<file path="src/rtl/dma_bus_master.sv">
// Single-channel 68030-bus DMA initiator: arbitrates for the CPU bus, then copies
// 16-bit words from a source to a destination address, one word buffered between them.
module dma_bus_master #(
  parameter int TIMEOUT   = 64,
  parameter int MAX_BURST = 16
) (
  input  logic        clock,
  input  logic        n_reset,
  input  logic        start,
  input  logic [31:0] src_addr,
  input  logic [31:0] dst_addr,
  input  logic [15:0] count,
  output logic        busy,
  output logic        done,
  output logic        error,
  output logic        n_br,
  input  logic        n_bg,
  output logic        n_bgack,
  input  logic        n_as_in,
  input  logic        n_bgack_in,
  output logic        bus_oe,
  output logic [31:0] addr_out,
  output logic        n_as_out,
  output logic        n_ds_out,
  output logic        rn_w_out,
  output logic [1:0]  siz_out,
  output logic [2:0]  fc_out,
  input  logic [31:0] data_in,
  output logic [31:0] data_out,
  output logic        data_oe,
  input  logic [1:0]  n_dsack,
  input  logic        n_berr
);

  typedef enum logic [3:0] {
    IDLE, REQ, OWN, RD, RD_END, WR_ADDR, WR, WR_END, REL
  } state_t;

  state_t      state_q, next_state;
  logic [31:0] src_q, dst_q;
  logic [15:0] cnt_q;
  logic [15:0] burst_q;
  logic [7:0]  tmo_q;
  logic [15:0] word_q;
  logic        busy_q, done_q, err_q;
  logic        abort_q;   // current tenure ends because the transfer was abandoned
  logic        final_q;   // the REL being entered ends the whole transfer

  logic accept, zero_start, capture, abort, advance, rel_final;
  logic tmo_expired, bus_fault, enter_rel;

  assign tmo_expired = (tmo_q == 8'(TIMEOUT - 1));
  // Bus error wins over a simultaneous DSACK; a byte-port DSACK cannot be sized.
  assign bus_fault   = !n_berr || (n_dsack == 2'b10) ||
                       ((n_dsack == 2'b11) && tmo_expired);
  assign enter_rel   = (state_q != REL) && (next_state == REL);

  // NOTE: every signal written here gets a default first, so no path leaves one
  // unassigned and no latch is inferred.
  always_comb begin
    next_state = state_q;
    accept     = 1'b0;
    zero_start = 1'b0;
    capture    = 1'b0;
    abort      = 1'b0;
    advance    = 1'b0;
    rel_final  = 1'b0;
    case (state_q)
      IDLE: begin
        if (start) begin
          if (count != 16'd0) begin
            accept     = 1'b1;
            next_state = REQ;
          end else begin
            zero_start = 1'b1;
          end
        end
      end
      REQ: begin
        if (!n_bg && n_as_in && n_bgack_in) next_state = OWN;
      end
      OWN: next_state = RD;
      RD: begin
        if (bus_fault) begin
          abort      = 1'b1;
          next_state = RD_END;
        end else if (n_dsack != 2'b11) begin
          capture    = 1'b1;
          next_state = RD_END;
        end
      end
      RD_END: begin
        rel_final  = abort_q;
        next_state = abort_q ? REL : WR_ADDR;
      end
      WR_ADDR: next_state = WR;
      WR: begin
        if (bus_fault) begin
          abort      = 1'b1;
          next_state = WR_END;
        end else if (n_dsack != 2'b11) begin
          next_state = WR_END;
        end
      end
      WR_END: begin
        if (abort_q) begin
          rel_final  = 1'b1;
          next_state = REL;
        end else begin
          advance = 1'b1;
          if (cnt_q == 16'd1) begin
            rel_final  = 1'b1;
            next_state = REL;
          end else if (burst_q + 16'd1 == MAX_BURST[15:0]) begin
            next_state = REL;
          end else begin
            next_state = RD;
          end
        end
      end
      REL:     next_state = final_q ? IDLE : REQ;
      default: next_state = IDLE;
    endcase
  end

  // NOTE: sequential state uses non-blocking assignments so every register
  // samples the pre-edge values regardless of statement order.
  always_ff @(posedge clock or negedge n_reset) begin
    if (!n_reset) begin
      state_q <= IDLE;
      src_q   <= '0;
      dst_q   <= '0;
      cnt_q   <= '0;
      burst_q <= '0;
      tmo_q   <= '0;
      word_q  <= '0;
      busy_q  <= 1'b0;
      done_q  <= 1'b0;
      err_q   <= 1'b0;
      abort_q <= 1'b0;
      final_q <= 1'b0;
    end else begin
      state_q <= next_state;
      done_q  <= zero_start || (enter_rel && rel_final);

      if (accept) begin
        src_q   <= src_addr & 32'hFFFF_FFFE;
        dst_q   <= dst_addr & 32'hFFFF_FFFE;
        cnt_q   <= count;
        busy_q  <= 1'b1;
        err_q   <= 1'b0;
        abort_q <= 1'b0;
      end

      if (enter_rel) final_q <= rel_final;
      if (enter_rel && rel_final) busy_q <= 1'b0;

      // Restarts on every strobe assertion: counts only while sitting in RD or WR.
      if (state_q == RD || state_q == WR) tmo_q <= tmo_q + 8'd1;
      else                                tmo_q <= '0;

      if (capture) begin
        word_q <= ((n_dsack == 2'b00) && src_q[1]) ? data_in[15:0] : data_in[31:16];
      end

      if (abort) begin
        err_q   <= 1'b1;
        abort_q <= 1'b1;
      end

      if (state_q == OWN) begin
        burst_q <= '0;
      end else if (advance) begin
        burst_q <= burst_q + 16'd1;
      end

      if (advance) begin
        src_q <= src_q + 32'd2;
        dst_q <= dst_q + 32'd2;
        cnt_q <= cnt_q - 16'd1;
      end
    end
  end

  // Bus controls decode straight from the state register, so an asynchronous
  // reset releases the bus without waiting for a clock.
  assign n_br     = (state_q != REQ);
  assign n_bgack  = !(state_q inside {OWN, RD, RD_END, WR_ADDR, WR, WR_END});
  assign bus_oe   = ~n_bgack;
  assign n_as_out = !(state_q inside {RD, WR_ADDR, WR});
  assign n_ds_out = !(state_q inside {RD, WR});
  assign rn_w_out = !(state_q inside {WR_ADDR, WR, WR_END});
  assign data_oe  = (state_q inside {WR_ADDR, WR, WR_END});
  assign data_out = {word_q, word_q};
  assign siz_out  = 2'b10;
  assign fc_out   = 3'b101;
  assign busy     = busy_q;
  assign done     = done_q;
  assign error    = err_q;

  always_comb begin
    addr_out = '0;
    case (state_q)
      RD, RD_END:          addr_out = src_q;
      WR_ADDR, WR, WR_END: addr_out = dst_q;
      default:             addr_out = '0;
    endcase
  end

endmodule

</file>
<file path="config.mk">
export PLATFORM = sky130hd
export DESIGN_NAME = dma_bus_master
export DESIGN_NICKNAME = d
export VERILOG_FILES = /design/src/rtl/dma_bus_master.sv
export SDC_FILE = /design/constraint.sdc
export NUM_CORES = 1
export LEC_CHECK = 0
export CORE_ASPECT_RATIO = 0.9
export CORE_MARGIN = 2
export CORE_UTILIZATION = 25
export CTS_BUF_LIST = sky130_fd_sc_hd__clkbuf_8
export DETAILED_ROUTE_END_ITERATION = 10
export DONT_BUFFER_PORTS = 1
export PLACE_DENSITY = 0.39
export SYNTH_ARGS = -nofsm -noshare
export SYNTH_HDL_FRONTEND = slang
export SYNTH_SLANG_ARGS = --single-unit
export TNS_END_PERCENT = 10
</file>
<file path="constraint.sdc">
create_clock -name clock -period 4 [get_ports clock]
set_clock_uncertainty 0.1 [all_clocks]
set_input_delay 0.8 -clock clock [delete_from_list [all_inputs] [get_ports clock]]
set_output_delay 0.8 -clock clock [all_outputs]
set_load 0.005 [all_outputs]
</file>
== Yosys cells after proc, flatten, opt, wreduce, memory -nomap -nowiden ==
Index checks and enable logic that the tools add are counted.

* Flip-flop bits (word level): 128
* Input port bits: 121
* Memory bits (writable): 0
* Word-level logic and storage cells: 107
* Memories kept: 0
* Output and inout bits: 79
* ROM bits: 0
* Bits in latches: 0

* Mux-type cells: 44
* Div/mod/pow operators: 0
* Shift operators: 0
* Bitwise gates (word level): 0
* Magnitude comparators: 0
* $mul: 0
* $add $sub $neg: 5
* Reductions and logical operators: 30
* Eq/ne operators: 17

{| class="wikitable"
|+ Operator list
! operator !! number
|-
| 32-bit 2-to-1 mux || 4
|-
| 16-bit 2-to-1 mux || 5
|-
| 32-bit by 2-bit adder with 32-bit output, second input constant || 2
|-
| 32-bit case mux with 2 select lines || 1
|-
| 4-bit 2-to-1 mux || 11
|-
| 4-bit case mux with 9 select lines || 1
|-
| 1-bit 2-to-1 mux || 20
|-
| 16-bit by 1-bit adder with 16-bit output, second input constant || 1
|-
| 16-bit by 1-bit == test with 1-bit output, second input constant || 1
|-
| 16-bit by 5-bit == test with 1-bit output, second input constant || 1
|-
| 4-bit by 3-bit == test with 1-bit output, second input constant || 4
|-
| 16-bit nonzero test || 1
|-
| 16-bit by 1-bit subtractor with 16-bit output, second input constant || 1
|-
| 2-bit nonzero test || 5
|-
| 8-bit by 1-bit adder with 8-bit output, second input constant || 1
|-
| 4-bit by 2-bit == test with 1-bit output, second input constant || 2
|-
| 4-bit == test, second input constant || 2
|-
| 8-bit by 6-bit == test with 1-bit output, second input constant || 1
|-
| 8-bit 2-to-1 mux || 1
|-
| 1-bit logical AND || 6
|-
| 1-bit logical NOT || 6
|-
| 3-bit nonzero test || 2
|-
| 6-bit nonzero test || 1
|-
| 2-bit == test, second input constant || 2
|-
| other kinds (10) || 14
|}

== Longest topological paths before layout ==
* Depth after elaboration: 10
* Mapped depth: 7
* Depth with buffers taken out: 7

== Worst setup path after synthesis ==
OpenSTA, ideal clock, no wires.

* Path kind: reg2out
* Start: register state_q[0]
* End: output addr_out[10]
* Arrival time: 1559 ps
* Cell stages (with the launch flop): 7
* Required time: 3100 ps
* Buffers on the path: 2
* Path slack: 1541 ps
* Cell sequence: dfrtp_1 > clkbuf_1 > nor2b_1 > a21oi_1 > nor2_1 > clkbuf_1 > a22o_1

* Longest elaborated chain between the ends: 3
* Elaborated cells on any way between the ends: 8
* Classes of those cells: eq/ne (5); mux (1); reduce/logical (2)

{| class="wikitable"
|+ RTL lines
! what !! RTL line !! RTL
|-
| start: declaration || 39 || <nowiki>state_t state_q, next_state;</nowiki>
|-
| start signal: assignment || 143 || <nowiki>state_q <= next_state;</nowiki>
|-
| 4-bit by 3-bit == test with 1-bit output / 4-bit by 2-bit == test with 1-bit output (equally long branches) || 203 || <nowiki>case (state_q)</nowiki>
|-
| 3-bit OR reduction / 2-bit OR reduction (equally long branches) || 203 ||
|-
| 32-bit case mux with 2 select lines * || 203 ||
|-
| end: declaration || 22 || <nowiki>output logic [31:0] addr_out,</nowiki>
|}

Mark *: on every way between the ends. The rest lies on a longest branch, timed or not.

== Worst setup path in the final report ==
* Start: register state_q[2]
* End: output addr_out[31]

The elaborated chain is that of the path after synthesis.

==> summary.txt <==
Logic synthesis
  – Yosys warning count: 0
  – Post-synth EDFFs: 0
  – Mux contribution to synthesized area: 3.13%
  – Largest family of logic cells by synthesized area: simple AND/OR/NAND/NOR gates
  – Ys flop type: dfrtp_1
  – Ys async rst share: 100%
  – Synth Area in Adders: 0.973%
  – Flops & latches, synth: 126
  – Synth cell types: 70
  – Cell Area, Synth: 0.00772 mm2
  – Area fraction in compound gates after synthesis: 22.5%
  – Register area share after synthesis: 40.9%
  – Mapped Avg Cell Area: 8.69 um2
  – XOR/XNOR Fraction of Synth Area: 1.70%
  – Simple-gate portion of the synthesized area: 24.6%
  – Cell count after synthesis: 888

GRT
  – First-pass GRT wire length: 41,000 um
  – Vias in the first global route: 6,502
  – Total track usage: 16.5%
  – Largest net degree at the start of global routing: 127
  – Antenna violations before repair: 1
  – Total global routing overflow: 0

Worst setup path
  – Critical Path Sink Type: primary output
  – Cell family with most CP delay: flip-flops
  – CP max stage delay: 0.64 ns
  – Worst Setup Start Kind: flip-flop
  – CP arrival: 2.21 ns
  – Slowest CP cell: dfrtp_1
  – Worst EP required: 3.10 ns
  – Worst path bufs/invs: 1
  – Critical path cell sequence: nand2b_1 > nor2_1 > a21oi_1 > nor2_2 > buf_4 > a22o_1
  – Class of the most critical setup path: reg2out
  – Worst r2r path cells: 5
  – Crit. path cell count: 6
  – Critical Path Fanout Max: 31

Timing
  – Setup violations, final: 0
  – Worst setup margin: 0.889 ns
  – Max Clk Rate: 0.321 GHz
  – Final Hold Fails: 0
  – Fin. max-slew vios: 0
  – Setup_tns: 0 ns
  – Worst slew pin tran: 1.18 ns
  – Unrepaired setup endpoints after global routing: no
  – Relative slew slack: 21.7%
  – Minimum clock period: 3.11 ns
  – Tcrit/Tclk final: 77.8%

Cells and area
  – # diodes: 0
  – Fillers: 3,270
  – Nets: 974
  – Most frequent cells in the layout: dfrtp_1, nand2_1, nor2_1
  – Area grow syn2layout: 9.19%
  – Share of layout cells above drive strength 1: 9.19%
  – Most common cell after layout, fill and taps aside: dfrtp_1

Pwr
  – P_sw: 0.00272 W
  – Comb pwr share: 36.7%
  – Sequential Power Share: 43.6%
  – Maximum vdd ir drop: 221 uV
  – P per Cell Area: 704 mW/mm2
  – Pint: 0.00321 W
  – Clk pwr share: 19.7%
  – Leakage: 3.22 nW
  – Sw Ratio: 45.8%

Clocking
  – Cts repair resizes: 0
  – Post-CTS Setup Bufs: 0
  – Clk_lat worst skew: 0.47 ns
  – H-tree Lvls: 4
  – Root Buffer: clkbuf_8
  – CTS Sinks: 126
  – Clk slew on worst S/H paths: 0.11 ns
  – CTS tree: built
  – Max Root-Sink Buffers: 2
  – Clock buffer count from CTS: 17

Place
  – Final HPWL DP: 18,900 um
  – Port Buffer Count: 0
  – Gpl congestion: 0.794
  – Worst slack, placed: 0.951 ns

Floorplan
  – I/O pins: 200
  – Num rows: 61
  – Die height: 171 um
  – Core area: 0.0306 mm2
  – Die area: 0.0323 mm2
  – Starting Density: 25.2%
  – Die X: 189 um

Drt
  – Antenna viol nets, final: 0
  – DRT Pass-1 Iters: 4
  – DR vias/cell: 5.27
  – Wirelength per Cell: 20.9 um
  – DRC marker count from the first detailed-route iteration: 405
  – DR vias: 6,691
  – Drt drc: 0
  – WL final: 26,500 um

Status
  – Outcome: finished clean

Run
  – Max Cap Violations: 0

Worst hold path
  – Worst min path class: in2async
==> final timing paths <==
path / startpoint / to / slack, ns
worst min register to register: tmo_q[0] / tmo_q[0] / 0.38
worst max-delay path: state_q[2] / addr_out[31] / 0.89
max in group asynchronous: n_reset / dst_q[19] / 3.06
worst max register to register: state_q[1] / src_q[9] / 1.09
min in group clock: src_addr[14] / src_q[14] / 0.37
worst min-delay path: n_reset / src_q[11] / 0.21
==> cells in the mapped netlist, types with 3 or more instances <==
cell type	count	area share, %
dfrtp_1	126	41
nand2_1	108	5.3
nor2_1	73	3.6
o21ai_0	60	3.9
clkbuf_1	41	2.0
nand3_1	41	2.7
a22o_1	34	3.9
a21oi_1	31	2.0
buf_4	24	2.3
nand4_1	24	1.9
mux2i_1	23	3.0
o211ai_1	23	2.2
inv_1	20	0.97
nor3_1	20	1.3
nor4_1	20	1.6
and3_1	18	1.5
o22ai_1	14	1.1
a211oi_1	13	1.3
o311ai_0	13	1.5
nand2b_1	12	0.97
a221o_1	11	1.4
and2_1	10	0.81
xor2_1	10	1.1
a311oi_1	9	1.0
buf_2	8	0.52
a31oi_1	7	0.57
and4_1	6	0.68
ha_1	6	0.97
or2_2	6	0.49
buf_1	5	0.24
or3_1	5	0.41
xnor2_1	5	0.57
nor4_2	4	0.65
a31o_2	3	0.34
nor2b_1	3	0.24
o21a_1	3	0.29
o32ai_1	3	0.34
==> state kept, by name (all words and copies together), names as in the netlist <==
signal / flops
state_q: 4
abort_q: 1
word_q: 16
tmo_q: 8
burst_q: 16
final_q: 1
dst_q: 31
done: 1
busy: 1
src_q: 31
cnt_q: 16
==> metal layers <==
layer / GRT usage (%) / vias to the layer above / share of wire, %
met5: 0 / - / 0.060
met4: 4.04 / 2 / 1.5
met3: 4.78 / 20 / 5.5
met2: 24.7 / 156 / 44
met1: 23.3 / 3290 / 49
li1: - / 3223 / -
==> stage by stage <==
| stage | power (W) | area [um2] | instances | hold slack (ns) | util, % |
|---|---|---|---|---|---|
| 5_1_grt | 0.00642 | 8430 | 1269 | 0.254 | 27.5 |
| 3_5_place_dp | 0.00478 | 8010 | 1236 | 0.369 | 26.2 |
| 3_3_place_gp | 0.00478 | 8010 | 1236 | 0.374 | 26.2 |
| 2_1_floorplan | 0.00402 | 7730 | 892 | 0.347 | - |
| 4_1_cts | 0.00601 | 8430 | 1269 | 0.237 | 27.5 |
| 6_report | 0.00593 | 8430 | 1269 | 0.214 | 27.5 |
==> area by class of cell <==
| cell class | count | area, um2 | area share [%] |
|---|---|---|---|
| inverters | 20 | 75.1 | 0.891 |
| well taps | 409 | 512 | 6.07 |
| repair buffers | 14 | 150 | 1.78 |
| clock inverters | 15 | 160 | 1.90 |
| flip-flops and latches | 126 | 3150 | 37.4 |
| clock buffers | 17 | 234 | 2.78 |
| multi-input cells | 668 | 4140 | 49.2 |
==> logic make-up after synthesis <==
group,Yosys count
xor gates and xnor gates,15
and+or+nand+nor,369
adders and majority gates,6
DFF,126
other,2
AOI/OAI and AO/OA,248
muxes,24
buffers and inverters,98
==> power by group through the flow <==
| stage | registers (W) | logic [W] | clock network, W |
|---|---|---|---|
| global placement | 0.00261 | 0.00217 | 0 |
| finish | 0.00259 | 0.00217 | 0.00117 |
| floorplan | 0.00222 | 0.00180 | 0 |
| CTS | 0.00258 | 0.00221 | 0.00121 |
| global route | 0.00270 | 0.00245 | 0.00127 |
| detailed placement | 0.00261 | 0.00217 | 0 |
==> worst reg2reg max path: cells and delay by family (launching register included) <==
| kind | cells | cell delay, ns |
|---|---|---|
| AO/OA/AOI/OAI | 3 | 1.59 |
| AND/OR/NAND/NOR | 2 | 0.57 |
| flip-flops | 1 | 0.55 |
==> what timing repair did <==
action,4_1_cts,5_1_grt
hold buffers,1,0
hold endpoints to repair,126,0
endpoints found under the setup margin,0,0
(Power assumes the default switching activity.)
